File: config.mk
export PLATFORM = sky130hd
export DESIGN_NAME = acc_rr_controller_flat
export DESIGN_NICKNAME = d
export VERILOG_FILES = /design/src/rtl/acc_ctrl_pkg.sv /design/src/rtl/acc_rr_controller_if.sv /design/src/rtl/acc_rr_controller_rr_arbiter.sv /design/src/rtl/acc_rr_controller.sv /design/src/flat_wrapper.sv
export SDC_FILE = /design/constraint.sdc
export NUM_CORES = 1
export LEC_CHECK = 0
export CAP_MARGIN = 20
export CORE_MARGIN = 8
export CORE_UTILIZATION = 43
export CTS_CLUSTER_DIAMETER = 120
export DETAILED_ROUTE_END_ITERATION = 6
export PLACE_DENSITY_LB_ADDON = 0.2
export SLEW_MARGIN = 25
export SYNTH_ARGS = -nofsm -noshare
export SYNTH_HDL_FRONTEND = slang
export SYNTH_HIERARCHICAL = 1
export SYNTH_SLANG_ARGS = --single-unit
export TNS_END_PERCENT = 50
File: constraint.sdc
create_clock -name i_clk -period 3.6 [get_ports i_clk]
set_clock_uncertainty 0.1 [all_clocks]
set_input_delay 0.54 -clock i_clk [delete_from_list [all_inputs] [get_ports i_clk]]
set_output_delay 0.54 -clock i_clk [all_outputs]
set_load 0.02 [all_outputs]
File: src/rtl/acc_ctrl_pkg.sv
// Shared types and constants for the round-robin accumulator controller.
// The hold constants describe the accumulator input that leaves its sum unchanged.
package acc_ctrl_pkg;

  typedef enum logic [1:0] {
    OP_ADD  = 2'b00,
    OP_SUB  = 2'b01,
    OP_CLR  = 2'b10,
    OP_READ = 2'b11
  } acc_op_e;

  typedef enum logic [1:0] {
    IDLE    = 2'b00,
    ISSUE   = 2'b01,
    CAPTURE = 2'b10,
    RESP    = 2'b11
  } ctrl_state_e;

  localparam logic        HOLD_ADD_SUB = 1'b0;
  localparam logic [31:0] HOLD_A       = 32'd0;

  // Round-robin successor of a requester index, wrapping at n.
  function automatic int next_ptr(input int idx, input int n);
    return (idx == n - 32'sd1) ? 32'sd0 : idx + 32'sd1;
  endfunction

endpackage

File: src/rtl/acc_rr_controller_if.sv
// Requester command and response bundle of the accumulator controller.
// The slave modport is the controller side, the master modport the requester/consumer side.
interface acc_rr_controller_if #(
  parameter int NUM_REQ = 2,
  parameter int WIDTH   = 8,
  parameter int ID_W    = (NUM_REQ > 32'sd1) ? $clog2(NUM_REQ) : 32'sd1
);

  logic [NUM_REQ-1:0]       req_valid;
  logic [2*NUM_REQ-1:0]     req_op;
  logic [WIDTH*NUM_REQ-1:0] req_data;
  logic [NUM_REQ-1:0]       req_ready;
  logic                     rsp_valid;
  logic                     rsp_ready;
  logic [ID_W-1:0]          rsp_id;
  logic [WIDTH-1:0]         rsp_data;
  logic                     rsp_carry;
  logic                     rsp_ovf;

  modport master (
    output req_valid, req_op, req_data, rsp_ready,
    input  req_ready, rsp_valid, rsp_id, rsp_data, rsp_carry, rsp_ovf
  );

  modport slave (
    input  req_valid, req_op, req_data, rsp_ready,
    output req_ready, rsp_valid, rsp_id, rsp_data, rsp_carry, rsp_ovf
  );

endinterface

File: src/rtl/acc_rr_controller_rr_arbiter.sv
// Round-robin picker: first valid requester at or after ptr, wrapping around.
// Purely combinational; the caller owns and advances the pointer.
module rr_arbiter #(
  parameter int NUM_REQ = 2,
  parameter int ID_W    = 1
) (
  input  logic [NUM_REQ-1:0] valid,
  input  logic [ID_W-1:0]    ptr,
  output logic [NUM_REQ-1:0] grant,
  output logic [ID_W-1:0]    grant_idx,
  output logic               grant_any
);

  logic hit_s;

  // Two passes: indices from ptr upward first, then the wrapped ones below ptr.
  always_comb begin
    grant     = {NUM_REQ{1'b0}};
    grant_idx = {ID_W{1'b0}};
    grant_any = 1'b0;
    hit_s     = 1'b0;
    for (int j = 32'sd0; j < NUM_REQ; j++) begin
      hit_s     = valid[j] & ~grant_any & (j >= int'(ptr));
      grant[j]  = hit_s;
      grant_idx = hit_s ? ID_W'(j) : grant_idx;
      grant_any = grant_any | hit_s;
    end
    for (int j = 32'sd0; j < NUM_REQ; j++) begin
      hit_s     = valid[j] & ~grant_any & (j < int'(ptr));
      grant[j]  = grant[j] | hit_s;
      grant_idx = hit_s ? ID_W'(j) : grant_idx;
      grant_any = grant_any | hit_s;
    end
  end

endmodule

File: src/rtl/acc_rr_controller.sv
// Shares one registered add/subtract accumulator among NUM_REQ requesters:
// one accumulator update per accepted command, result returned tagged with the requester id.
module acc_rr_controller
  import acc_ctrl_pkg::*;
#(
  parameter int NUM_REQ = 2,
  parameter int WIDTH   = 8,
  parameter int ID_W    = (NUM_REQ > 32'sd1) ? $clog2(NUM_REQ) : 32'sd1
) (
  input  logic               i_clk,
  input  logic               ni_rst,
  acc_rr_controller_if.slave bus,
  output logic               o_ovf_sticky,
  output logic               o_acc_add_sub,
  output logic [WIDTH-1:0]   o_acc_a,
  input  logic [WIDTH-1:0]   i_acc_sum,
  input  logic               i_acc_carry,
  input  logic               i_acc_ovf
);

  ctrl_state_e        state_r, state_nxt_s;
  logic [ID_W-1:0]    ptr_r, ptr_nxt_s;
  logic [ID_W-1:0]    id_r;
  acc_op_e            op_r;
  logic               load_s;

  logic [NUM_REQ-1:0] grant_s;
  logic [ID_W-1:0]    grant_idx_s;
  logic               grant_any_s;
  acc_op_e            grant_op_s;
  logic [WIDTH-1:0]   grant_data_s;
  logic [NUM_REQ-1:0] req_ready_s;

  logic [WIDTH-1:0]   acc_a_r, acc_a_nxt_s;
  logic               acc_add_sub_r, acc_add_sub_nxt_s;

  logic               rsp_valid_r;
  logic [ID_W-1:0]    rsp_id_r;
  logic [WIDTH-1:0]   rsp_data_r;
  logic               rsp_carry_r;
  logic               rsp_ovf_r;
  logic               ovf_sticky_r;

  rr_arbiter #(
    .NUM_REQ (NUM_REQ),
    .ID_W    (ID_W)
  ) u_arb (
    .valid     (bus.req_valid),
    .ptr       (ptr_r),
    .grant     (grant_s),
    .grant_idx (grant_idx_s),
    .grant_any (grant_any_s)
  );

  // Select the granted requester's op and operand.
  always_comb begin
    grant_op_s   = OP_ADD;
    grant_data_s = {WIDTH{1'b0}};
    for (int j = 32'sd0; j < NUM_REQ; j++) begin
      grant_op_s   = (int'(grant_idx_s) == j) ? acc_op_e'(bus.req_op[32'sd2*j +: 2]) : grant_op_s;
      grant_data_s = (int'(grant_idx_s) == j) ? bus.req_data[j*WIDTH +: WIDTH] : grant_data_s;
    end
  end

  // Sequencing FSM; the accumulator drive for ISSUE is prepared in IDLE and registered.
  always_comb begin
    state_nxt_s       = state_r;
    ptr_nxt_s         = ptr_r;
    load_s            = 1'b0;
    req_ready_s       = {NUM_REQ{1'b0}};
    acc_a_nxt_s       = WIDTH'(HOLD_A);
    acc_add_sub_nxt_s = HOLD_ADD_SUB;
    case (state_r)
      IDLE: begin
        if (grant_any_s) begin
          state_nxt_s = ISSUE;
          ptr_nxt_s   = ID_W'(next_ptr(int'(grant_idx_s), NUM_REQ));
          load_s      = 1'b1;
          req_ready_s = grant_s;
          case (grant_op_s)
            OP_ADD: begin
              acc_a_nxt_s       = grant_data_s;
              acc_add_sub_nxt_s = 1'b0;
            end
            OP_SUB: begin
              acc_a_nxt_s       = grant_data_s;
              acc_add_sub_nxt_s = 1'b1;
            end
            // Sum is held through IDLE, so S - S clears it with carry=1, ovf=0.
            OP_CLR: begin
              acc_a_nxt_s       = i_acc_sum;
              acc_add_sub_nxt_s = 1'b1;
            end
            OP_READ: begin
              acc_a_nxt_s       = WIDTH'(HOLD_A);
              acc_add_sub_nxt_s = HOLD_ADD_SUB;
            end
            default: begin
              acc_a_nxt_s       = WIDTH'(HOLD_A);
              acc_add_sub_nxt_s = HOLD_ADD_SUB;
            end
          endcase
        end else begin
          state_nxt_s = IDLE;
        end
      end
      ISSUE:   state_nxt_s = CAPTURE;
      CAPTURE: state_nxt_s = RESP;
      RESP: begin
        if (bus.rsp_ready) begin
          state_nxt_s = IDLE;
        end else begin
          state_nxt_s = RESP;
        end
      end
      default: state_nxt_s = IDLE;
    endcase
  end

  // State, round-robin pointer and latched command attributes.
  always_ff @(posedge i_clk or negedge ni_rst) begin
    if (!ni_rst) begin
      state_r <= IDLE;
      ptr_r   <= {ID_W{1'b0}};
      op_r    <= OP_ADD;
      id_r    <= {ID_W{1'b0}};
    end else begin
      state_r <= state_nxt_s;
      ptr_r   <= ptr_nxt_s;
      if (load_s) begin
        op_r <= grant_op_s;
        id_r <= grant_idx_s;
      end else begin
        op_r <= op_r;
        id_r <= id_r;
      end
    end
  end

  // Accumulator drive: non-hold for exactly the ISSUE cycle.
  always_ff @(posedge i_clk or negedge ni_rst) begin
    if (!ni_rst) begin
      acc_a_r       <= {WIDTH{1'b0}};
      acc_add_sub_r <= 1'b0;
    end else begin
      acc_a_r       <= acc_a_nxt_s;
      acc_add_sub_r <= acc_add_sub_nxt_s;
    end
  end

  // Response capture in CAPTURE; fields stay frozen while RESP is backpressured.
  always_ff @(posedge i_clk or negedge ni_rst) begin
    if (!ni_rst) begin
      rsp_valid_r  <= 1'b0;
      rsp_id_r     <= {ID_W{1'b0}};
      rsp_data_r   <= {WIDTH{1'b0}};
      rsp_carry_r  <= 1'b0;
      rsp_ovf_r    <= 1'b0;
      ovf_sticky_r <= 1'b0;
    end else if (state_r == CAPTURE) begin
      rsp_valid_r  <= 1'b1;
      rsp_id_r     <= id_r;
      rsp_data_r   <= i_acc_sum;
      rsp_carry_r  <= i_acc_carry;
      rsp_ovf_r    <= i_acc_ovf;
      ovf_sticky_r <= (op_r == OP_CLR) ? 1'b0 : (ovf_sticky_r | i_acc_ovf);
    end else if ((state_r == RESP) && bus.rsp_ready) begin
      rsp_valid_r  <= 1'b0;
    end else begin
      rsp_valid_r  <= rsp_valid_r;
    end
  end

  assign bus.req_ready  = req_ready_s;
  assign bus.rsp_valid  = rsp_valid_r;
  assign bus.rsp_id     = rsp_id_r;
  assign bus.rsp_data   = rsp_data_r;
  assign bus.rsp_carry  = rsp_carry_r;
  assign bus.rsp_ovf    = rsp_ovf_r;
  assign o_ovf_sticky   = ovf_sticky_r;
  assign o_acc_a        = acc_a_r;
  assign o_acc_add_sub  = acc_add_sub_r;

endmodule

File: src/flat_wrapper.sv
// flat-port wrapper written by rule: the top's interface ports become plain ports
module acc_rr_controller_flat import acc_ctrl_pkg::*;
#(
  parameter int NUM_REQ = 2,
  parameter int WIDTH   = 8,
  parameter int ID_W    = (NUM_REQ > 32'sd1) ? $clog2(NUM_REQ) : 32'sd1
)
  (i_clk, ni_rst, o_ovf_sticky, o_acc_add_sub, o_acc_a, i_acc_sum, i_acc_carry, i_acc_ovf, bus_req_valid, bus_req_op, bus_req_data, bus_rsp_ready, bus_req_ready, bus_rsp_valid, bus_rsp_id, bus_rsp_data, bus_rsp_carry, bus_rsp_ovf);
  acc_rr_controller_if #(.NUM_REQ(NUM_REQ), .WIDTH(WIDTH), .ID_W(ID_W)) bus_i ();
  input  logic i_clk;
  input  logic ni_rst;
  output logic o_ovf_sticky;
  output logic o_acc_add_sub;
  output logic [WIDTH-1:0] o_acc_a;
  input  logic [WIDTH-1:0] i_acc_sum;
  input  logic i_acc_carry;
  input  logic i_acc_ovf;
  input wire logic [$bits(bus_i.req_valid)-1:0] bus_req_valid;
  input wire logic [$bits(bus_i.req_op)-1:0] bus_req_op;
  input wire logic [$bits(bus_i.req_data)-1:0] bus_req_data;
  input wire logic [$bits(bus_i.rsp_ready)-1:0] bus_rsp_ready;
  output wire logic [$bits(bus_i.req_ready)-1:0] bus_req_ready;
  output wire logic [$bits(bus_i.rsp_valid)-1:0] bus_rsp_valid;
  output wire logic [$bits(bus_i.rsp_id)-1:0] bus_rsp_id;
  output wire logic [$bits(bus_i.rsp_data)-1:0] bus_rsp_data;
  output wire logic [$bits(bus_i.rsp_carry)-1:0] bus_rsp_carry;
  output wire logic [$bits(bus_i.rsp_ovf)-1:0] bus_rsp_ovf;
  assign bus_i.req_valid = bus_req_valid;
  assign bus_i.req_op = bus_req_op;
  assign bus_i.req_data = bus_req_data;
  assign bus_i.rsp_ready = bus_rsp_ready;
  assign bus_req_ready = bus_i.req_ready;
  assign bus_rsp_valid = bus_i.rsp_valid;
  assign bus_rsp_id = bus_i.rsp_id;
  assign bus_rsp_data = bus_i.rsp_data;
  assign bus_rsp_carry = bus_i.rsp_carry;
  assign bus_rsp_ovf = bus_i.rsp_ovf;
  acc_rr_controller #(.NUM_REQ(NUM_REQ), .WIDTH(WIDTH), .ID_W(ID_W)) u_core (.i_clk(i_clk), .ni_rst(ni_rst), .bus(bus_i), .o_ovf_sticky(o_ovf_sticky), .o_acc_add_sub(o_acc_add_sub), .o_acc_a(o_acc_a), .i_acc_sum(i_acc_sum), .i_acc_carry(i_acc_carry), .i_acc_ovf(i_acc_ovf));
endmodule
==> metrics.md, run 1 <==
| Metric | Value |
|---|---|
| CTS Buffer Depth | `2` |
| Crit-path leading delay family | `buffers and inverters` |
| Post-DR wirelength/cell | `16.8 um` |
| Crit path capture type | `primary output` |
| Skew-Pair Late Insertion Delay | `0.33 ns` |
| Total core area | `between 2000 and 3000 um^2` |
| Vias in the first global route | `1,168` |
| Synth area leader | `dfrtp_1` |
| Register area | `around 700 um^2` |
| Endpoints failing setup | `0` |
| # DRC | `0` |
| GRT Util Overall | `14.1%` |
| Max Cap Viol | `0` |
| Clk slew on worst S/H paths | `0.15 ns` |
| Most frequent CP cell | `clkdlybuf4s50_1` |
| Placement Setup Slack | `between 0.5 and 0.6 ns` |
| Core Util, Final | `a little over two thirds` |
| Hold crit path type | `reg2reg` |
| TritonCTS clock tree | `done` |
| Rows | `19` |
| Max-slew violations | `0` |
| Worst Tran Pin Value | `0.624 ns` |
| CP required | `slightly below 3 ns` |
| Warnings, synthesis | `6` |
| Flop pwr share | `around 36%` |
| Tot Pwr | `around 1.4 mW` |
| Clk pwr share | `between 10 and 15%` |
| Clock Tree Root | `clkbuf_4` |
| Commonest non-fill, non-tap cells in the layout | `clkdlybuf4s50_1, dfrtp_1, mux2_2` |
| Post-route setup slack | `about 0.66 ns` |
| Antenna Cells | `0` |
| Maximum clock frequency | `0.340 GHz` |
| Pwr Density | `between 700 and 800 nW/um^2` |
| Sequential area share after synthesis | `a little under three fifths` |
| Slack of the worst reg-to-reg path | `roughly 1.1 ns` |
| Commonest non-fill, non-tap cell in the layout | `clkdlybuf4s50_1` |
| Hold-fix buffers, CTS | `0` |
| Fillers | `218` |
| P_sw | `about 490 uW` |
| Vias per inst | `between 5 and 6` |
| Tmin final | `2.94 ns` |
| Final nets | `around 200` |
| Post-CTS Setup Repair Bufs | `0` |
| Share of flip-flops with an asynchronous set or reset | `100%` |
| Initial antenna violation count | `0` |
| Worst IR drop on VDD | `about 0.46 mV` |
| Cells resized by post-CTS repair | `0` |
| Critical path type | `in2out` |
| CTS Sinks | `28` |
| Chip Height | `between 70 and 80 um` |
| Global route overflow | `0` |
| Synthesis-to-finish area growth | `53.6%` |
| EDFF count, synth | `0` |
| Crit path buf inv count | `2` |
| Post-synthesis cell count | `about 100` |
| Share of cells above drive strength 1 | `around a fifth` |
| Area contributors post-synth | `dfrtp_1, mux2_2, a22oi_1` |
| Initial core utilization | `a little under half` |
| Critical-path maximum fanout | `4` |
| Ratio of final minimum period to clock period | `approximately four fifths` |
| Slew margin rel. | `approximately three fifths` |
| Final GP Congestion | `0.781` |
| Largest net degree at the start of global routing | `29` |
| Setup TNS | `0 ns` |
| Final WL | `about 3.3 mm` |
| Sw Share | `about a third` |
| Max H-tree Level | `1` |
| Slowest CP cell | `clkdlybuf4s50_1` |
| # IOs | `just under 60` |
| Final Hold Fails | `0` |
| Quantity of I/O buffers inserted on ports | `between 50 and 60` |
| Post-synth net total | `about 140` |
| Die area | `4910 um^2` |
| Gate power share | `~50%` |
| Multi-input logic area | `approximately 500 um^2` |
| Startpoint Class | `input port` |
| Synth Cell Area | `~1300 um^2` |
| Post-DP HPWL | `2.66 mm` |
| Main synth FF type | `dfrtp_1` |
| Arr. time, crit path | `around 2.3 ns` |
| RSZ-0062 raised after global routing | `no` |
| Worst-path cell chain | `clkdlybuf4s50_1 > or2_1 > or3b_1 > nor2_1 > clkdlybuf4s50_1` |
| Initial DRC count | `between 40 and 50` |
| Die width | `70.1 um` |
| Leakage Power | `between 0.8 and 0.9 nW` |
| Post-route ant nets | `0` |
| Outcome | `finished clean` |
| Mapped Avg Cell Area | `12.1 um^2` |
| Yosys top cell area share | `between 50 and 60%` |
| Synthesized flop and latch total | `28` |
| First-pass GRT wire length | `5.73 mm` |
| Drt first pass iters | `5` |
| CTS buffer count | `3` |
| Routed vias | `1,025` |
| Int Power | `roughly 920 uW` |
| CP max stage delay | `0.62 ns` |
| Number of distinct library cells after synthesis | `20` |
==> path summary, 6_finish.rpt <==
path	from	endpoint	cells past startpoint
worst min-delay path	u_core/op_r[1]	u_core/o_ovf_sticky	1
max in group asynchronous	ni_rst	u_core/bus.rsp_data[1]	2
worst max-delay path	bus_req_valid[0]	bus_req_ready[0]	5
worst min register to register	u_core/op_r[1]	u_core/o_ovf_sticky	1
min in group asynchronous	ni_rst	u_core/bus.rsp_valid	2
worst max register to register	u_core/ptr_r	u_core/o_acc_a[1]	7
==> Yosys cell counts, types with 2 or more instances <==
cell type  count
dfrtp_1       28
inv_1          6
o21ai_0        2
nor2_1        12
mux2_2        20
buf_4          2
ha_1           2
nand2_1        8
a22oi_1        8
a21boi_1       3
a21oi_1        3
mux2_4         2
==> routing by layer <==
metal | up-vias | global-route usage (%) | routed length (um) | part of all wire, %
li1 | 480 | - | - | -
met1 | 502 | 15.6 | 1330 | 40
met2 | 39 | 24.4 | 1680 | 51
met3 | 4 | 5.08 | 258 | 7.8
met4 | 0 | 4.69 | 41 | 1.2
met5 | - | 0 | 0 | 0
==> through the flow <==
stage / hold WS, ns / cell area, um^2 / std cells
floorplan: 0.144 / 1260 / 104
global placement: 0.352 / 1880 / 193
detailed placement: 0.362 / 1880 / 193
CTS: 0.378 / 1930 / 197
global route: 0.401 / 1930 / 197
finish: 0.381 / 1930 / 197
==> state kept, by name, summed over array words and instances (netlist names) <==
signal and cells:
u_core/bus.rsp_data 8, u_core/o_acc_a 8, u_core/op_r 2, u_core/state_r 2, u_core/bus.rsp_carry 1, u_core/bus.rsp_id 1, u_core/bus.rsp_ovf 1, u_core/bus.rsp_valid 1
u_core/id_r 1, u_core/o_acc_add_sub 1, u_core/o_ovf_sticky 1, u_core/ptr_r 1
==> cells by family after synthesis <==
kind of cell             Yosys count  share of synthesized area [%]
flip-flops                        28                           55.7
adder cells (fa/ha/maj)            2                           1.99
AND/OR/NAND/NOR                   23                           7.65
AO/OA/AOI/OAI                     17                           9.05
multiplexers                      23                           21.1
buffers and inverters             11                           4.57
==> worst reg2reg max path: stages (launching register included) <==
cell      delay (ns)
dfrtp_1         0.41
inv_1           0.07
a21boi_1        0.34
mux2_2          0.41
ha_1            0.31
nor2_1          0.50
a22oi_1         0.14
nor2_1          0.13
==> final cells by class <==
cell class / instances / share of cell area [%]
sequential: 28 / 36.2
timing repair buffer: 63 / 32.0
multi-input combinational: 65 / 25.9
tap: 31 / 2.01
clock inverter: 1 / 1.55
clock buffer: 3 / 1.17
inverter: 6 / 1.17
==> power groups by stage <==
stage | Clock (mW) | Sequential, mW | Combinational (mW)
2_1_floorplan | 0 | 0.625 | 0.286
3_3_place_gp | 0 | 0.510 | 0.689
3_5_place_dp | 0 | 0.520 | 0.701
4_1_cts | 0.213 | 0.513 | 0.705
5_1_grt | 0.222 | 0.529 | 0.747
6_report | 0.206 | 0.510 | 0.696
Power figures use the tool's default switching activity.
==> run 2: changes to the inputs <==
CORE_UTILIZATION = 40   (was 43)
clock period = 2.9 ns   (was 3.6 ns; I/O delays follow)
==> metrics.md, run 2 (synthesis results as in run 1) <==
| Metric | Value |
|---|---|
| Rows | `20` |
| Post-route ant nets | `0` |
| Vias per inst | `slightly below 5` |
| Routed vias | `between 1,000 and 1,500` |
| Slew margin rel. | `between 60% and 70%` |
| Placed cell areas | `roughly 1900 um^2` |
| TritonCTS clock tree | `done` |
| First-pass GRT wire length | `between 5 and 6 mm` |
| Final instance area | `just under 2000 um^2` |
| Final Hold Fails | `0` |
| Antenna Cells | `0` |
| FF-to-FF path depth | `8` |
| CP max stage delay | `roughly 0.62 ns` |
| Slowest CP cell | `clkdlybuf4s50_1` |
| Initial core utilization | `~42%` |
| Final GP Congestion | `between 0.7 and 0.8` |
| Clk pwr share | `about a tenth` |
| Share of cells above drive strength 1 | `between 10% and 20%` |
| RSZ-0062 raised after global routing | `no` |
| Max H-tree Level | `1` |
| Commonest non-fill, non-tap cell in the layout | `clkdlybuf4s50_1` |
| Clock Tree Root | `clkbuf_4` |
| P_sw | `607 uW` |
| Final std cells w/o fill | `212` |
| # IOs | `between 50 and 60` |
| Pwr Density | `roughly 860 nW/um^2` |
| CTS Buffer Depth | `2` |
| Max Cap Viol | `0` |
| Quantity of I/O buffers inserted on ports | `58` |
| Met2 Usage GRT | `approximately a quarter` |
| Synthesis-to-finish area growth | `54.3%` |
| Max-slew violations | `0` |
| Critical-path maximum fanout | `4` |
| Initial antenna violation count | `0` |
| Int Power | `around 1.1 mW` |
| Ratio of final minimum period to clock period | `a little over nine tenths` |
| GRT Util Overall | `between 10% and 20%` |
| Most frequent CP cell | `clkdlybuf4s50_1` |
| Core Util, Final | `64.1%` |
| Chip Height | `slightly above 70 um` |
| Worst Tran Pin Value | `about 0.45 ns` |
| Skew-Pair Late Insertion Delay | `~0.32 ns` |
| Post-DR wirelength/cell | `15.6 um` |
| # DRC | `0` |
| Arr. time, crit path | `2.24 ns` |
| Vias in the first global route | `~1,100` |
| Outcome | `finished clean` |
| Worst-path cell chain | `clkdlybuf4s50_1 > or2_1 > or3b_1 > nor2_1 > clkdlybuf4s50_1` |
| Startpoint Class | `input port` |
| CTS buffer count | `3` |
| Cells resized by post-CTS repair | `0` |
| CTS Sinks | `28` |
| Drt first pass iters | `5` |
| Total core area | `around 3000 um^2` |
| Clk slew on worst S/H paths | `roughly 0.14 ns` |
| Post-CTS Setup Repair Bufs | `0` |
| Post-DP HPWL | `2.64 mm` |
| Tot Pwr | `1.67 mW` |
| Crit path capture type | `primary output` |
| Gate power share | `a little over half` |
| Maximum clock frequency | `approximately 0.36 GHz` |
| Critical path type | `in2out` |
| Commonest non-fill, non-tap cells in the layout | `clkdlybuf4s50_1, dfrtp_1, mux2_2` |
| Worst IR drop on VDD | `about 0.45 mV` |
| Die area | `around 5200 um^2` |
| Global route overflow | `0` |
| Setup TNS | `0 ns` |
| Flop pwr share | `38.0%` |
| Initial DRC count | `27` |
| Sw Share | `about 36%` |
| Post-route setup slack | `0.128 ns` |
| GR Util met1 | `around 14%` |
| Hold crit path type | `in2async` |
| Final WL | `between 3 and 4 mm` |
| GR met3 Demand/Resource | `4.96%` |
| Placement Setup Slack | `approximately 0.12 ns` |
| CP required | `roughly 2.4 ns` |
| Endpoints failing setup | `0` |
| Largest net degree at the start of global routing | `29` |
| Hold WS | `0.366 ns` |
| Busiest grt layer | `met2` |
| Leakage Power | `~0.85 nW` |
| Tmin final | `2.77 ns` |
| Hold-fix buffers, CTS | `0` |
| Die width | `a little over 70 um` |
| Placed cells | `between 200 and 250` |
| Final nets | `207` |
==> run 2: cell count changes in the layout (fill, tap and decap cells not counted) <==
cell | before | now
buf_4 | 5 | 8
bufinv_16 | 1 | 0
==> run 2: layout make-up <==
class | count | area [um^2]
clock buffer | 3 | 22.5
tap | 44 | 55.1
sequential | 28 | 701
timing repair buffer | 66 | 641
fill | 245 | 1090
inverter | 6 | 22.5
multi-input combinational | 65 | 500
==> run 2: power groups by stage <==
stage	Sequential (mW)	Clock [mW]	Combinational, mW
after floorplan	0.776	0	0.355
after global placement	0.634	0	0.867
after detailed placement	0.645	0	0.890
after CTS	0.637	0.164	0.892
after global routing	0.657	0.181	0.948
final	0.635	0.156	0.880
==> run 2: path summary, 6_finish.rpt <==
kind / endpoint / start / slack [ns]
setup / recovery: bus_req_ready[0] / bus_req_valid[0] / 0.13
setup reg to reg: u_core/o_acc_a[7] / u_core/ptr_r / 0.64
hold / removal: u_core/bus.rsp_valid / ni_rst / 0.37
max in group asynchronous: u_core/o_acc_a[2] / ni_rst / 2.07
hold reg to reg: u_core/o_ovf_sticky / u_core/op_r[1] / 0.37
min in group i_clk: u_core/o_ovf_sticky / u_core/op_r[1] / 0.37
==> run 2: worst max-delay path: cells and delay by family <==
family	cells	cell delay, ns
buf+inv	2	1.14
simple gates	3	0.66
==> run 2: routing by layer <==
layer | share of wire, % | vias to the layer above
li1 | - | 484
met1 | 37 | 505
met2 | 56 | 31
met3 | 6.6 | 2
met4 | 0.45 | 0
met5 | 0 | -
==> run 3: changes to the inputs <==
SETUP_SLACK_MARGIN = 0.02   (was unset)
==> results of run 3 <==
Same layout as run 2: the final DEF is identical, and so are final timing and power.
